$ cat src/rtl/rd_rsp_inorder_fetch_pkg.sv
// Shared types and helpers for the in-order read-response fetch unit.
// Tag/beat geometry defaults and the drain FSM encoding live here.
package rd_rsp_inorder_fetch_pkg;

  localparam int TAG_NUM_LOG   = 6;
  localparam int DMA_DATA_W    = 256;
  localparam int DMA_W_BCNT    = 32;
  localparam int DMA_LEN_WIDTH = 13;

  typedef enum logic [1:0] {
    RIF_IDLE  = 2'd0,
    RIF_WAIT  = 2'd1,
    RIF_FETCH = 2'd2,
    RIF_DRAIN = 2'd3
  } rif_state_e;

  // A zero-length request still moves one beat.
  function automatic logic [31:0] blen2beats(
    input logic [31:0] blen,
    input int          bcnt_log
  );
    if (blen == 32'd0) return 32'd1;
    return (blen + ((32'd1 << bcnt_log) - 32'd1)) >> bcnt_log;
  endfunction

endpackage

$ cat src/rtl/rd_rsp_inorder_fetch_sync_fifo.sv
// First-word-fall-through synchronous FIFO with occupancy count.
// Pushes while full and pops while empty are ignored.
module rd_rsp_inorder_fetch_sync_fifo #(
  parameter int W     = 8,
  parameter int DEPTH = 4
) (
  input  logic                         clk,
  input  logic                         rst,
  input  logic                         push,
  input  logic [W-1:0]                 din,
  input  logic                         pop,
  output logic [W-1:0]                 dout,
  output logic                         empty,
  output logic [$clog2(DEPTH+1)-1:0]   count
);

  localparam int AW = $clog2(DEPTH);
  localparam int CW = $clog2(DEPTH+1);

  logic [W-1:0]  mem [DEPTH];
  logic [AW-1:0] wptr;
  logic [AW-1:0] rptr;
  logic          do_push;
  logic          do_pop;

  assign empty   = (count == '0);
  assign do_push = push && (count != CW'(DEPTH));
  assign do_pop  = pop && !empty;
  assign dout    = mem[rptr];

  always_ff @(posedge clk) begin
    if (do_push) mem[wptr] <= din;
  end

  always_ff @(posedge clk) begin
    if (rst) begin
      wptr  <= '0;
      rptr  <= '0;
      count <= '0;
    end else begin
      if (do_push) wptr <= wptr + AW'(1);
      if (do_pop)  rptr <= rptr + AW'(1);
      count <= count + CW'(do_push) - CW'(do_pop);
    end
  end

endmodule

$ cat src/rtl/rd_rsp_inorder_fetch.sv
// Drains DMA read tags in issue order from the reorder buffer fetch port
// into a valid/ready stream, releasing each tag once its last beat lands.
import rd_rsp_inorder_fetch_pkg::*;

module rd_rsp_inorder_fetch #(
  parameter int TAG_LOG   = TAG_NUM_LOG,
  parameter int DATA_W    = DMA_DATA_W,
  parameter int BCNT      = DMA_W_BCNT,
  parameter int LEN_W     = DMA_LEN_WIDTH,
  parameter int ORD_DEPTH = 2**TAG_LOG,
  parameter int OUT_DEPTH = 4
) (
  input  logic               dma_clk,
  input  logic               rst,
  input  logic               alloc_vld,
  input  logic [TAG_LOG-1:0] alloc_tag,
  input  logic [LEN_W-1:0]   alloc_blen,
  output logic               alloc_rdy,
  input  logic               cpl_vld,
  input  logic [TAG_LOG-1:0] cpl_tag,
  output logic               ft_rd_rsp_ren,
  output logic [TAG_LOG-1:0] ft_rd_rsp_tag,
  input  logic [DATA_W-1:0]  ft_rd_rsp_data,
  input  logic               ft_rd_rsp_last,
  input  logic               ft_rd_rsp_vld,
  output logic               out_valid,
  output logic [DATA_W-1:0]  out_data,
  output logic [TAG_LOG-1:0] out_tag,
  output logic               out_last,
  input  logic               out_ready,
  output logic               rel_vld,
  output logic [TAG_LOG-1:0] rel_tag,
  output logic [2:0]         err_flags,
  output logic               idle
);

  localparam int BLOG  = $clog2(BCNT);
  localparam int CNT_W = LEN_W - BLOG + 1;
  localparam int OW    = TAG_LOG + CNT_W;
  localparam int BW    = DATA_W + TAG_LOG + 1;
  localparam int QCW   = $clog2(ORD_DEPTH+1);
  localparam int OCW   = $clog2(OUT_DEPTH+1);

  rif_state_e           state;
  logic [2**TAG_LOG-1:0] done;
  logic [CNT_W-1:0]     issue_cnt;
  logic [CNT_W-1:0]     ret_cnt;
  logic [OCW-1:0]       inflight;
  logic                 armed;

  logic [OW-1:0]        ord_dout;
  logic                 ord_empty;
  logic [QCW-1:0]       ord_cnt;
  logic                 ord_push;
  logic                 ord_pop;
  logic [TAG_LOG-1:0]   head_tag;
  logic [CNT_W-1:0]     head_beats;
  logic [CNT_W-1:0]     beats_m1;
  logic [CNT_W-1:0]     alloc_beats;

  logic [BW-1:0]        ob_dout;
  logic                 ob_empty;
  logic [OCW-1:0]       ob_cnt;
  logic                 ob_pop;

  logic                 ren;
  logic                 credit_ok;
  logic                 beat_acc;
  logic                 beat_last;

  assign alloc_rdy   = (ord_cnt != QCW'(ORD_DEPTH));
  assign ord_push    = alloc_vld && alloc_rdy;
  assign alloc_beats = CNT_W'(blen2beats(32'(alloc_blen), BLOG));
  assign head_tag    = ord_dout[OW-1 -: TAG_LOG];
  assign head_beats  = ord_dout[CNT_W-1:0];
  assign beats_m1    = head_beats - CNT_W'(1);

  // Outstanding fetches count against buffer space so it never overflows.
  assign credit_ok = ((OCW+1)'(ob_cnt) + (OCW+1)'(inflight))
                     < (OCW+1)'(OUT_DEPTH);
  assign ren       = (state == RIF_FETCH) && credit_ok;
  assign beat_acc  = ft_rd_rsp_vld && (inflight != '0);
  assign beat_last = (ret_cnt == beats_m1);
  assign ord_pop   = beat_acc && beat_last;

  assign ft_rd_rsp_ren = ren;
  assign ft_rd_rsp_tag = ren ? head_tag : '0;

  assign out_valid = !ob_empty;
  assign ob_pop    = out_valid && out_ready;
  assign out_data  = out_valid ? ob_dout[BW-1 -: DATA_W] : '0;
  assign out_tag   = out_valid ? ob_dout[TAG_LOG:1] : '0;
  assign out_last  = out_valid && ob_dout[0];

  assign idle = ord_empty && (inflight == '0) && ob_empty;

  rd_rsp_inorder_fetch_sync_fifo #(
    .W     (OW),
    .DEPTH (ORD_DEPTH)
  ) u_ord_q (
    .clk   (dma_clk),
    .rst   (rst),
    .push  (ord_push),
    .din   ({alloc_tag, alloc_beats}),
    .pop   (ord_pop),
    .dout  (ord_dout),
    .empty (ord_empty),
    .count (ord_cnt)
  );

  rd_rsp_inorder_fetch_sync_fifo #(
    .W     (BW),
    .DEPTH (OUT_DEPTH)
  ) u_out_q (
    .clk   (dma_clk),
    .rst   (rst),
    .push  (beat_acc),
    .din   ({ft_rd_rsp_data, head_tag, beat_last}),
    .pop   (ob_pop),
    .dout  (ob_dout),
    .empty (ob_empty),
    .count (ob_cnt)
  );

  // Completion set is applied after release clear so it wins on a collision.
  always_ff @(posedge dma_clk) begin
    if (rst) begin
      done <= '0;
    end else begin
      if (ord_pop) done[head_tag] <= 1'b0;
      if (cpl_vld) done[cpl_tag]  <= 1'b1;
    end
  end

  always_ff @(posedge dma_clk) begin
    if (rst) begin
      state     <= RIF_IDLE;
      issue_cnt <= '0;
      ret_cnt   <= '0;
      inflight  <= '0;
      armed     <= 1'b0;
      rel_vld   <= 1'b0;
      rel_tag   <= '0;
      err_flags <= '0;
    end else begin
      rel_vld  <= ord_pop;
      rel_tag  <= ord_pop ? head_tag : '0;
      inflight <= inflight + OCW'(ren) - OCW'(beat_acc);
      if (ren) armed <= 1'b1;
      if (beat_acc) begin
        ret_cnt <= beat_last ? '0 : ret_cnt + CNT_W'(1);
        if (ft_rd_rsp_last != beat_last) err_flags[0] <= 1'b1;
      end
      if (cpl_vld && done[cpl_tag]) err_flags[1] <= 1'b1;
      // Beats before the first post-reset fetch are stale, not errors.
      if (ft_rd_rsp_vld && inflight == '0 && armed) err_flags[2] <= 1'b1;
      unique case (state)
        RIF_IDLE: begin
          if (!ord_empty) state <= RIF_WAIT;
        end
        RIF_WAIT: begin
          if (ord_empty)           state <= RIF_IDLE;
          else if (done[head_tag]) state <= RIF_FETCH;
        end
        RIF_FETCH: begin
          if (ren) begin
            if (issue_cnt == beats_m1) begin
              issue_cnt <= '0;
              state     <= RIF_DRAIN;
            end else begin
              issue_cnt <= issue_cnt + CNT_W'(1);
            end
          end
        end
        RIF_DRAIN: begin
          if (ord_pop) state <= RIF_WAIT;
        end
        default: state <= RIF_IDLE;
      endcase
    end
  end

endmodule
$ cat config.mk
export PLATFORM = sky130hd
export DESIGN_NAME = rd_rsp_inorder_fetch
export DESIGN_NICKNAME = d
export VERILOG_FILES = /design/src/rtl/rd_rsp_inorder_fetch_pkg.sv /design/src/rtl/rd_rsp_inorder_fetch_sync_fifo.sv /design/src/rtl/rd_rsp_inorder_fetch.sv
export SDC_FILE = /design/constraint.sdc
export NUM_CORES = 2
export LEC_CHECK = 0
export ABC_AREA = 0
export CAP_MARGIN = 25
export CELL_PAD_IN_SITES_DETAIL_PLACEMENT = 0
export CELL_PAD_IN_SITES_GLOBAL_PLACEMENT = 2
export CORE_MARGIN = 2
export CORE_UTILIZATION = 46
export DETAILED_ROUTE_END_ITERATION = 8
export PLACE_DENSITY = 0.92
export SYNTH_ARGS = -nofsm -noshare
export SYNTH_HDL_FRONTEND = slang
export SYNTH_SLANG_ARGS = --single-unit
$ cat constraint.sdc
create_clock -name dma_clk -period 11.2 [get_ports dma_clk]
set_input_delay 2.8 -clock dma_clk [delete_from_list [all_inputs] [get_ports dma_clk]]
set_output_delay 2.8 -clock dma_clk [all_outputs]
set_load 0.03 [all_outputs]
### Word level (Yosys, flattened, before mapping)

Memory sizes are Yosys's and may differ from the RTL's. A register that Yosys moved wholly into a read port is not among the register bits.
Index checks and enable logic that the tools add are counted.

* add/subtract/negate cells: 15
* equality and inequality tests: 13
* bitwise logic cells: 4
* mux-type cells: 34
* reductions and logical operators: 29
* order comparisons: 5

Operators with widths (count)
* 256-bit 2-to-1 mux: 1
* 64-bit 2-to-1 mux: 3
* 64-bit AND: 1
* 64-bit inverter: 1
* 64-bit bitwise OR: 1
* 9-bit 2-to-1 mux: 4
* 6-bit 2-to-1 mux: 4
* 9-bit by 1-bit adder with 9-bit output, second input constant: 2
* 9-bit equality test: 2
* 1-bit logical AND: 17
* 2-bit 2-to-1 mux: 8
* 13-bit by 5-bit adder with 14-bit output, second input constant: 1
* 6-bit by 7-bit less-than comparator with 1-bit output, second input constant: 2
* 13-bit logical NOT: 1
* 6-bit by 1-bit adder with 6-bit output, second input constant: 2
* 1-bit binary-select mux with 6-bit select: 2
* 1-bit demux with 6-bit select: 2
* 6-bit by 1-bit greater-or-equal comparator with 1-bit output, second input constant: 2
* 1-bit 2-to-1 mux: 9
* 9-bit by 1-bit subtractor with 9-bit output, second input constant: 1
* 2-bit case mux with 4 select lines: 1
* 7-bit by 1-bit adder with 7-bit output: 1
* 7-bit logical NOT: 1
* 7-bit inequality test, second input constant: 1
* other kinds (20): 30

* bits in registers: 124
* memory bits (writable): 2012
* memories: 2
* output and inout bits: 283

Memory list
* u_out_q.mem: words 4, width 263, rd ports 1, clocked after Yosys merged registers in 1, write ports 1, line rd_rsp_inorder_fetch_sync_fifo.sv:20 `logic [W-1:0] mem [DEPTH];`
* u_ord_q.mem: words 64, width 15, rd ports 1, clocked after Yosys merged registers in 1, write ports 1, line rd_rsp_inorder_fetch_sync_fifo.sv:20

### Depth between registers and ports, before layout

* depth after elaboration: 10
* gate-level depth with buffers: 29
* depth with buffers taken out: 22

### Modules after synthesis

Synthesis repeated with hierarchy kept, for this count alone.

* cell total of the unflattened synthesis: 4279
* area, all modules: 84110.7 um2

Modules (own cells, without submodules)
* rd_rsp_inorder_fetch_sync_fifo (u_out_q): cells each 1423, times used 1, area an instance 38320.5 um2, seq. area each 31770.5 um2
* rd_rsp_inorder_fetch_sync_fifo (u_ord_q): cells each 1818, times used 1, area an instance 37996.4 um2, seq. area each 29328.1 um2
* rd_rsp_inorder_fetch: cells each 1038, times used 1, area an instance 7793.7 um2, seq. area each 1961.9 um2

### Least setup slack after synthesis

No wires, ideal clock.

* path kind: input-to-reg
* start: input port ft_rd_rsp_vld
* end: memory u_out_q.mem[1][0] in the netlist's numbering, enable pin
* path buffers: 1
* data arrival time: 9.535 ns
* library setup time: 0.657 ns
* path slack: 1.007 ns
* stages: 4
* path through: nand2b_1 > clkbuf_1 > a21oi_1 > and2_1

* cells in the longest elaborated chain, start to end: 4

Ends and longest elaborated chain
* from (decl): line rd_rsp_inorder_fetch.sv:25 `input logic ft_rd_rsp_vld,`
* 1-bit logical AND: line rd_rsp_inorder_fetch.sv:82 `assign beat_acc = ft_rd_rsp_vld && (inflight != '0);`
* 1-bit logical AND: line rd_rsp_inorder_fetch_sync_fifo.sv:27 `assign do_push = push && (count != CW'(DEPTH));`
* net u_out_q.do_push: line rd_rsp_inorder_fetch_sync_fifo.sv:23 `logic do_push;`
* 1-bit 2-to-1 mux: line rd_rsp_inorder_fetch_sync_fifo.sv:32 `if (do_push) mem[wptr] <= din;`
* 1-bit 2-to-1 mux (implied by the code): line rd_rsp_inorder_fetch_sync_fifo.sv:32
* to (decl): line rd_rsp_inorder_fetch_sync_fifo.sv:20

The timed path passes the listed nets, and every way through them passes these cells.

==> flow_summary_export.csv <==
group,metric,value,unit
place,port_buffers,570,
detailed_routing,num_vias,45112,
cts,cts.reportedPaths.clkPinSlew,70,ps
synthesis,ys_async_sr_fraction,0,%
layout,final_cell_mix,"edfxtp_1 (2012), clkdlybuf4s50_1 (563), mux4_2 (499)",
floorplan,dieArea,187000,um^2
power,power.leakage,0.0314,uW
cts,cts_tree,"built",
detailed_routing,drt_iter0_markers,5098,
cts,ctsResizeCount,0,
synthesis,synth-edff-count,2012,
global_routing,grt_pass1_vias,44474,
detailed_routing,vias_per_cell,5.89,
synthesis,yosysWarnings,0,
flow_run,drv_cap,0,
layout,area_growth,19.2,%
detailed_routing,drc,0,
setup_path,crit_type,"reg2out",
global_routing,grtUsageTotal,23.2,%
floorplan,rows,157,
setup_path,cp.required,8400,ps
detailed_routing,routedWlPerCell,28.8,um
timing,period_share,72.6,%
setup_path,critical_path_arrival,5330,ps
setup_path,start_kind,"flip-flop",
global_routing,grt_max_degree,162,
timing,fin_skew,43.9,ps
timing,worstMarginPinSlew,1150,ps
timing,max_slew_margin,23.5,%
place,post-place-ws,3970,ps
place,gp_congestion,0.869,
synthesis,ys.flop_type,"edfxtp_1",
power,power,21700,uW
timing,timing.fmax,123,MHz
layout,drive_gt1_share,20.1,%
global_routing,grt_pass1_wl,315000,um
place,dp_hpwl,135000,um
cts,cts-htree-levels,4,
cts,clockBufferDepth,3,
timing,hold_viol,0,
synthesis,synth_cell_types,90,
floorplan,start_util,46.2,%
floorplan,coreArea,183000,um^2
hold_path,hold_class,"reg2reg",
timing,setup_viol,0,
power,ir_drop,0.193,mV
synthesis,ys_top_cells_by_area,"edfxtp_1 (71%), mux4_2 (13%), dfxtp_1 (3.1%)",
synthesis,avgSynthCellArea,19.6,um^2
cts,hold_buffers,0,
floorplan,fp.dieH,433,um
timing,fin_crit,8130,ps
cts,cts_made_buffers,210,
synthesis,yosys.area.top_type_share,71.4,%
cts,cts_setup_buffers,0,
synthesis,ys_ff_latch,2144,
cts,cts-root-buf,"clkbuf_16",
timing,setup_tns,0,ps
synthesis,synth_area,84600,um^2
floorplan,dieWidth,433,um
global_routing,gr-total-overflow,0,
status,status,"finished, final reports clean",
cts,cts.sinks,2144,
detailed_routing,drt_pass1_iterations,8,
synthesis,syn-num-nets,4635,
setup_path,end_kind,"output port",
detailed_routing,detail-route-antenna-nets,0,
timing,rsz0062_at_grt,"false",
global_routing,grt_antenna_before_repair,39,
layout,layout_commonest_cell,"edfxtp_1",
timing,fin_hold_ws,473,ps
synthesis,synth_top_cell_by_area,"edfxtp_1",
timing,slew_violations,0,
timing,setup_slack,3070,ps
synthesis,syn_inst,4315,
detailed_routing,totalWireLength,221000,um
synthesis,ys_seq_area_share,74.6,%
floorplan,io_pins,571,
layout,layout.nets,5318,
setup_path,crit_path_max_fanout,41,
cts,clkLatencyLatePin,840,ps
power,p_per_area,216,nW/um^2
==> cells by family (layout without fill, tap and decap cells) <==
family	count (synthesis)	count (layout)	share of synthesized area [%]
other	0	24	0
multiplexers	628	628	14.9
flip-flops	2144	2144	74.6
buffers and inverters	268	1124	1.50
AND/OR/NAND/NOR	902	902	5.61
AO/OA/AOI/OAI	280	280	2.30
adder cells (fa/ha/maj)	32	32	0.500
XOR/XNOR	61	61	0.650
==> report_power, final <==
part | internal [uW] | switching, uW
Clock | 4140 | 3010
Sequential | 9310 | 168
Combinational | 2120 | 2990
==> critical path, stage by stage, from the launching register on <==
cell,delay (ps)
dfxtp_4,750
buf_4,650
inv_2,40
buf_4,400
mux4_2,480
a2bb2oi_1,420
and3_1,530
nor2_4,60
buf_4,260
nor2_1,170
clkdlybuf4s50_1,690
==> layer usage <==
layer	share of wire [%]	GRT usage (%)
met4	3.5	8.74
met2	48	36.4
met3	10	5.85
met1	39	31.4
met5	0.082	0
==> cells in the mapped netlist (10+ instances only) <==
master	count
edfxtp_1	2012
mux4_2	499
and2_1	279
nor2_1	219
dfxtp_1	132
clkbuf_1	106
nand2_1	103
nor3_1	101
mux2i_1	95
o21ai_0	62
a21oi_1	59
nand3_1	56
buf_1	49
nor2b_1	48
a22oi_1	43
xnor2_1	37
inv_1	36
buf_2	35
mux2_2	33
ha_1	29
xor2_1	23
and3_1	18
buf_6	18
nand4_1	18
a221oi_1	13
o22ai_1	13
buf_4	12
a211oi_1	10
nor4_1	10
==> final cells by class <==
class / count / area (um^2)
tap: 2464 / 3080
clock buffer: 262 / 5610
sequential: 2144 / 63100
timing repair buffer: 694 / 6970
inverter: 45 / 169
fill: 13530 / 82100
antenna: 24 / 60.1
multi-input combinational: 1903 / 20400
clock inverter: 123 / 1440
==> flip-flops by register name, indices dropped and copies added, names as in the netlist, named ones only <==
signal and cells:
issue_cnt 9, armed 1, u_out_q.count 3, u_ord_q.rptr 6, rel_tag 6, u_ord_q.mem 960, inflight 3, u_out_q.wptr 2
done 64, u_ord_q.count 7, u_out_q.mem 1052, u_ord_q.wptr 6, ret_cnt 9, state 2, err_flags 3, rel_vld 1
u_out_q.rptr 2
==> per-stage QoR <==
stage	instances	utilization (%)	instance area, um^2
after global placement	7234	51.1	93400
after global routing	7646	55.1	101000
after detailed placement	7246	51.2	93600
final	7659	55.1	101000
after floorplan	4315	-	84600
after CTS	7631	55.0	101000
==> worst paths after layout <==
check / cells past startpoint / slack [ps] / to / startpoint
setup / recovery: 10 / 3070 / ft_rd_rsp_tag[2] / flip-flop
hold reg to reg: 2 / 470 / err_flags[1]$_SDFFE_PP0P_ / err_flags[1]$_SDFFE_PP0P_
hold / removal: 2 / 470 / err_flags[1]$_SDFFE_PP0P_ / err_flags[1]$_SDFFE_PP0P_
setup reg to reg: 23 / 3960 / u_ord_q.count[6]$_SDFF_PP0_ / flip-flop
(Power assumes the default switching activity.)
